[src/rtl/uart_rx_cfg.sv]
// UART receiver with configurable bit period, word length, parity and stop bits.
// The line is synchronized, each bit is decided by a 3-sample majority vote
// around mid-bit, and every frame ends in a one-cycle rx_data_vld pulse that
// carries the error qualifiers (parity_err, frame_err, break_det).
module uart_rx_cfg #(
  parameter int CLK_DIV   = 434,  // clk cycles per bit, 16..8191
  parameter int DATA_BITS = 8,    // data bits per frame, 5..9
  parameter int PARITY    = 0,    // 0 none, 1 odd, 2 even
  parameter int STOP_BITS = 1     // 1 or 2
) (
  input  logic                 clk,
  input  logic                 rst_n,
  input  logic                 rs232_rx,
  output logic [DATA_BITS-1:0] rx_data,
  output logic                 rx_data_vld,
  output logic                 parity_err,
  output logic                 frame_err,
  output logic                 break_det,
  output logic                 busy
);

  localparam int CW = $clog2(CLK_DIV);
  localparam logic [CW-1:0] MID_M1 = CW'(CLK_DIV / 2 - 2);
  localparam logic [CW-1:0] MID    = CW'(CLK_DIV / 2 - 1);
  localparam logic [CW-1:0] MID_P1 = CW'(CLK_DIV / 2);
  localparam logic [CW-1:0] LAST   = CW'(CLK_DIV - 1);
  localparam logic          ODD    = (PARITY == 1);

  typedef enum logic [2:0] {
    IDLE, START, DATA, PAR, STOP, WAIT_HI
  } state_t;

  state_t state_q, state_d;

  logic                 s1, s2, s3;
  logic [CW-1:0]        cnt_q;
  logic [3:0]           bit_idx_q;
  logic                 v_a_q, v_b_q;
  logic [DATA_BITS-1:0] shift_q;
  logic                 par_acc_q;
  logic                 frame_acc_q;
  logic                 all_zero_q;

  logic fall, at_wrap, at_dec, bit_val, last_stop, frame_err_now;

  assign fall          = !s2 && s3;
  assign at_wrap       = (cnt_q == LAST);
  assign at_dec        = (cnt_q == MID_P1);
  // Majority of the samples taken at MID-1, MID and the current one at MID+1.
  assign bit_val       = (v_a_q & v_b_q) | (v_a_q & s2) | (v_b_q & s2);
  assign last_stop     = (bit_idx_q == 4'(STOP_BITS - 1));
  assign frame_err_now = frame_acc_q | ~bit_val;
  assign busy          = (state_q != IDLE);

  // Three-flop synchronizer; flops reset to the idle (high) line level.
  always_ff @(posedge clk) begin
    // NOTE: sequential state uses non-blocking assignments so every flop
    // samples the pre-edge value of its neighbour (a real shift chain).
    if (!rst_n) begin
      s1 <= 1'b1;
      s2 <= 1'b1;
      s3 <= 1'b1;
    end else begin
      s1 <= rs232_rx;
      s2 <= s1;
      s3 <= s2;
    end
  end

  // FSM state register.
  always_ff @(posedge clk) begin
    if (!rst_n) state_q <= IDLE;
    else        state_q <= state_d;
  end

  // FSM next-state logic.
  always_comb begin
    // NOTE: default first so every path assigns state_d; no latch inferred.
    state_d = state_q;
    case (state_q)
      IDLE:    if (fall) state_d = START;
      START: begin
        if (at_dec && bit_val) state_d = IDLE;   // false start
        else if (at_wrap)      state_d = DATA;
      end
      DATA:    if (at_wrap && bit_idx_q == 4'(DATA_BITS))
                 state_d = (PARITY != 0) ? PAR : STOP;
      PAR:     if (at_wrap) state_d = STOP;
      STOP:    if (at_dec && last_stop)
                 state_d = frame_err_now ? WAIT_HI : IDLE;
      WAIT_HI: if (s2) state_d = IDLE;
      default: state_d = IDLE;
    endcase
  end

  // Bit-period counter: held at 0 while idle, free-running 0..CLK_DIV-1 in a frame.
  always_ff @(posedge clk) begin
    if (!rst_n)                                   cnt_q <= '0;
    else if (state_q == IDLE || state_q == WAIT_HI) cnt_q <= '0;
    else if (at_wrap)                             cnt_q <= '0;
    else                                          cnt_q <= cnt_q + 1'b1;
  end

  // Bit sampling, shift register, error accumulation and frame result outputs.
  always_ff @(posedge clk) begin
    if (!rst_n) begin
      v_a_q       <= 1'b0;
      v_b_q       <= 1'b0;
      bit_idx_q   <= '0;
      shift_q     <= '0;
      par_acc_q   <= 1'b0;
      frame_acc_q <= 1'b0;
      all_zero_q  <= 1'b0;
      rx_data     <= '0;
      rx_data_vld <= 1'b0;
      parity_err  <= 1'b0;
      frame_err   <= 1'b0;
      break_det   <= 1'b0;
    end else begin
      // Result flags are only meaningful alongside the valid pulse.
      rx_data_vld <= 1'b0;
      parity_err  <= 1'b0;
      frame_err   <= 1'b0;
      break_det   <= 1'b0;

      if (cnt_q == MID_M1) v_a_q <= s2;
      if (cnt_q == MID)    v_b_q <= s2;

      if (state_q == IDLE && fall) begin
        bit_idx_q   <= '0;
        par_acc_q   <= 1'b0;
        frame_acc_q <= 1'b0;
        all_zero_q  <= 1'b1;
      end else if (at_dec) begin
        case (state_q)
          DATA: begin
            shift_q    <= {bit_val, shift_q[DATA_BITS-1:1]};
            par_acc_q  <= par_acc_q ^ bit_val;
            all_zero_q <= all_zero_q & ~bit_val;
            bit_idx_q  <= bit_idx_q + 4'd1;
          end
          PAR: begin
            par_acc_q  <= par_acc_q ^ bit_val;
            all_zero_q <= all_zero_q & ~bit_val;
          end
          STOP: begin
            frame_acc_q <= frame_err_now;
            all_zero_q  <= all_zero_q & ~bit_val;
            bit_idx_q   <= bit_idx_q + 4'd1;
            if (last_stop) begin
              rx_data     <= shift_q;
              rx_data_vld <= 1'b1;
              parity_err  <= (PARITY != 0) ? (par_acc_q ^ ODD) : 1'b0;
              frame_err   <= frame_err_now;
              break_det   <= all_zero_q & ~bit_val;
            end
          end
          default: ;
        endcase
      end else if (at_wrap && state_q != state_d) begin
        // Each new field counts its own bits from zero.
        bit_idx_q <= '0;
      end
    end
  end

endmodule
[config.mk]
export PLATFORM = sky130hd
export DESIGN_NAME = uart_rx_cfg
export DESIGN_NICKNAME = d
export VERILOG_FILES = /design/src/rtl/uart_rx_cfg.sv
export SDC_FILE = /design/constraint.sdc
export NUM_CORES = 1
export LEC_CHECK = 0
export BUFFER_PORTS_ARGS = -buffer_cell sky130_fd_sc_hd__buf_2
export CAP_MARGIN = 20
export CORE_MARGIN = 8
export CORE_UTILIZATION = 51
export DETAILED_ROUTE_END_ITERATION = 8
export PLACE_DENSITY = 0.7
export SLEW_MARGIN = 20
export SYNTH_ARGS = -nofsm -noshare
export SYNTH_HDL_FRONTEND = slang
export SYNTH_SLANG_ARGS = --single-unit
[constraint.sdc]
create_clock -name clk -period 3.2 [get_ports clk]
set_clock_uncertainty 0.1 [all_clocks]
set_input_delay 0.16 -clock clk [delete_from_list [all_inputs] [get_ports clk]]
set_output_delay 0.16 -clock clk [all_outputs]
set_load 0.005 [all_outputs]
==> results_dict.tcl <==
set metrics [dict create \
    reg2reg_from "cnt_q[0]$_SDFF_PP0_" \
    hold_viol 0 \
    vdd.ir_drop.worst_v 0.000288 \
    synthCells 245 \
    hold-path-cell-count 1 \
    drive_gt1_frac 0.108 \
    setup_viol 0 \
    setup_slack_ps 724 \
    p_seq_frac 0.540 \
    numCtsBuffers 5 \
    synth_top_family_by_area "simple AND/OR/NAND/NOR gates" \
    grt_pass1_wl_um 7040 \
    synthAdderAreaFrac 0.0372 \
    min_path_type "flip-flop to flip-flop" \
    synth_top_cell_by_area "dfxtp_1" \
    antenna_found_initial 0 \
    synthXorXnorAreaFrac 0.0404 \
    drv_cap 0 \
    ctsLongestPathBuffers 2 \
    design_area_mm2 0.00218 \
    die_h_um 77.8 \
    num-fill-cells 322 \
    cts_tree "yes" \
    grt_max_degree 23 \
    cts.sinks 42 \
    dp_worst_setup_slack_ps 776 \
    synth-edff-count 0 \
    yosysTopAreaCellShare 0.431 \
    ant_nets 0 \
    die-area_mm2 0.00606 \
    avgRoutedWirePerCell_um 13.2 \
    drc 0 \
    final_net_count 267 \
    p_sw_mw 0.212 \
    cts_max_level 2 \
    clkLatencyLatePin_ps 300 \
    cts_root_buf "clkbuf_8" \
    via_per_inst 5.38 \
    syn_area_mm2 0.00195 \
    synth_area_leaders "dfxtp_1 43%, nand2_1 8.3%, a21oi_1 6.4%" \
    synthFlopType "dfxtp_1" \
    drv_slew 0 \
    max_freq_mhz 404 \
    crit_path_max_fanout 6 \
    end_kind "flip-flop" \
    timing.rr.end "bit_idx_q[2]$_SDFFE_PP0P_" \
    first_pass_iters 4 \
    overflow 0 \
    worst_r2r_path_depth 7 \
    cp-start-kind "flip-flop" \
    core_area_mm2 0.00366 \
    via_count 1657 \
    rrSetupSlack_ps 720 \
    drtIter0Drc 130 \
    grt_usage 0.143 \
    syn_avg_cell_area_um2 7.96 \
    hold_end "s2$_SDFF_PN1_" \
    die_w_um 77.8 \
    yosysWarnings 0 \
    muxShareOfSynthArea 0.0109 \
    power_frac_clock 0.434 \
    comb_power_share 0.027 \
    path_clk_slew_ps 80 \
    path_class "flip-flop to flip-flop" \
    globalplace.congestion 0.899 \
    required_ps 3330 \
    p_leak_nw 0.771 \
    start_util 0.532 \
    syn_nets 253 \
    p_int_mw 0.769 \
    ys_types 42 \
    multiInputGateArea_mm2 0.00102 \
    ioPinCount 16 \
    relSlewSlack 0.451 \
    arrival_ps 2610 \
    grt_pass1_vias 1578 \
    seq_area_frac_synth 0.431 \
    synth-compound-area-share 0.150 \
    placed_area_mm2 0.00204 \
    rsz0062_at_grt "no" \
    ff_latch_area_um2 841 \
    drt_wl_total_um 4080 \
    worstHoldStart "s1$_SDFF_PN1_" \
    synthArstFlopShare 0 \
    synth-seq-cells 42 \
    yosysMostFrequentCell "nand2_1" \
    hpwl_um 2850 \
    yosys.area_share.simple 0.281 \
    synth_commonest_cells "43 x nand2_1, 42 x dfxtp_1, 25 x a21oi_1, 24 x nor2_1, 13 x nand3_1" \
    final.min_clock_period_ps 2480 \
    powerDensity_mw_per_mm2 450 \
    worst_slew_pin_slew_ps 823 \
    portBuffers 14 \
    fp-row-count 22 \
    swShare 0.216 \
    cts-resized-gates 0 \
    status "completed" \
    antenna_cells 0 \
    finalSetupTns_ps 0 \
    period_share 0.774 \
    synthToLayoutAreaGrowth_pct 11.9 \
]
worst max-delay path, cell delays in order, from the launching register on:
cell	delay [ps]
dfxtp_1	410
ha_1	240
nand3_1	220
mux2_2	340
a311oi_1	330
a211oi_1	140
or4_1	480
a21oi_1	140
layout make-up:
| type | instances | area share |
|---|---|---|
| Clock buffer | 5 | 0.0315 |
| Clock inverter | 3 | 0.0201 |
| Inverter | 12 | 0.0206 |
| Multi-Input combinational cell | 180 | 0.466 |
| Sequential cell | 42 | 0.385 |
| Tap cell | 48 | 0.0275 |
| Timing Repair Buffer | 18 | 0.0493 |
worst max path at each step:
stage                        start                        end  cells after the start
2_1_floorplan  cnt_q[6]$_SDFF_PP0_  bit_idx_q[2]$_SDFFE_PP0P_                      5
3_3_place_gp   cnt_q[0]$_SDFF_PP0_  bit_idx_q[2]$_SDFFE_PP0P_                      7
3_5_place_dp   cnt_q[0]$_SDFF_PP0_  bit_idx_q[2]$_SDFFE_PP0P_                      7
4_1_cts        cnt_q[0]$_SDFF_PP0_  bit_idx_q[2]$_SDFFE_PP0P_                      7
5_1_grt        cnt_q[0]$_SDFF_PP0_  bit_idx_q[2]$_SDFFE_PP0P_                      7
6_report       cnt_q[0]$_SDFF_PP0_  bit_idx_q[2]$_SDFFE_PP0P_                      7
state kept, by name, indices dropped and copies added, names as in the netlist:
name	cells
v_b_q	1
s3	1
bit_idx_q	4
frame_err	1
all_zero_q	1
frame_acc_q	1
break_det	1
rx_data_vld	1
state_q	3
rx_data	8
s1	1
shift_q	8
cnt_q	9
v_a_q	1
s2	1
what timing repair did:
item	CTS	global route
hold endpoints to repair	3	0
hold buffers	3	0
buffers inserted	0	0
per-layer routing:
layer,global-route usage,up-vias,share of wire
li1,-,866,-
met1,0.184,753,0.51
met2,0.211,34,0.43
met3,0.0495,4,0.053
met4,0.0566,0,0.0096
met5,0,-,0
cell usage in the layout, fill, tap and decap left out, types with 2 or more instances in the layout:
cell,count
nor2_1,24
inv_1,12
buf_2,14
a21o_1,2
ha_1,5
nor3_1,4
a211oi_1,2
o31ai_1,2
nand4_1,2
and3_1,5
xor2_1,4
nor4_1,3
or3_1,2
xnor2_1,5
o21ai_0,6
nand4b_1,2
nand2b_1,6
nand3_1,13
dlygate4sd3_1,3
a31oi_1,3
dfxtp_1,42
a21oi_1,25
nand2_1,43
a31o_2,2
nor2b_1,2
nor3b_1,3
clkbuf_8,5
cell families after synthesis:
family / count (synthesis)
AO/OA/AOI/OAI: 48
XOR/XNOR: 9
adder cells (fa/ha/maj): 6
buffers and inverters: 23
flip-flops: 42
multiplexers: 2
other: 1
AND/OR/NAND/NOR: 114
through the flow:
stage | util | hold WS, ps | instances | total power, mW
after floorplan | - | 133 | 245 | 0.559
after global placement | 0.557 | 241 | 297 | 0.565
after detailed placement | 0.557 | 253 | 297 | 0.565
after CTS | 0.596 | 317 | 308 | 0.997
after global routing | 0.596 | 346 | 308 | 1.02
final | 0.596 | 328 | 308 | 0.981
power groups by stage:
| stage | clock, mW | sequential, mW | combinational [mW] |
|---|---|---|---|
| 5_1_grt | 0.458 | 0.530 | 0.0301 |
| 3_3_place_gp | 0 | 0.542 | 0.0234 |
| 4_1_cts | 0.442 | 0.529 | 0.0262 |
| 6_report | 0.425 | 0.529 | 0.0264 |
| 2_1_floorplan | 0 | 0.539 | 0.0193 |
| 3_5_place_dp | 0 | 0.542 | 0.0234 |
Power figures use the tool's default switching activity.
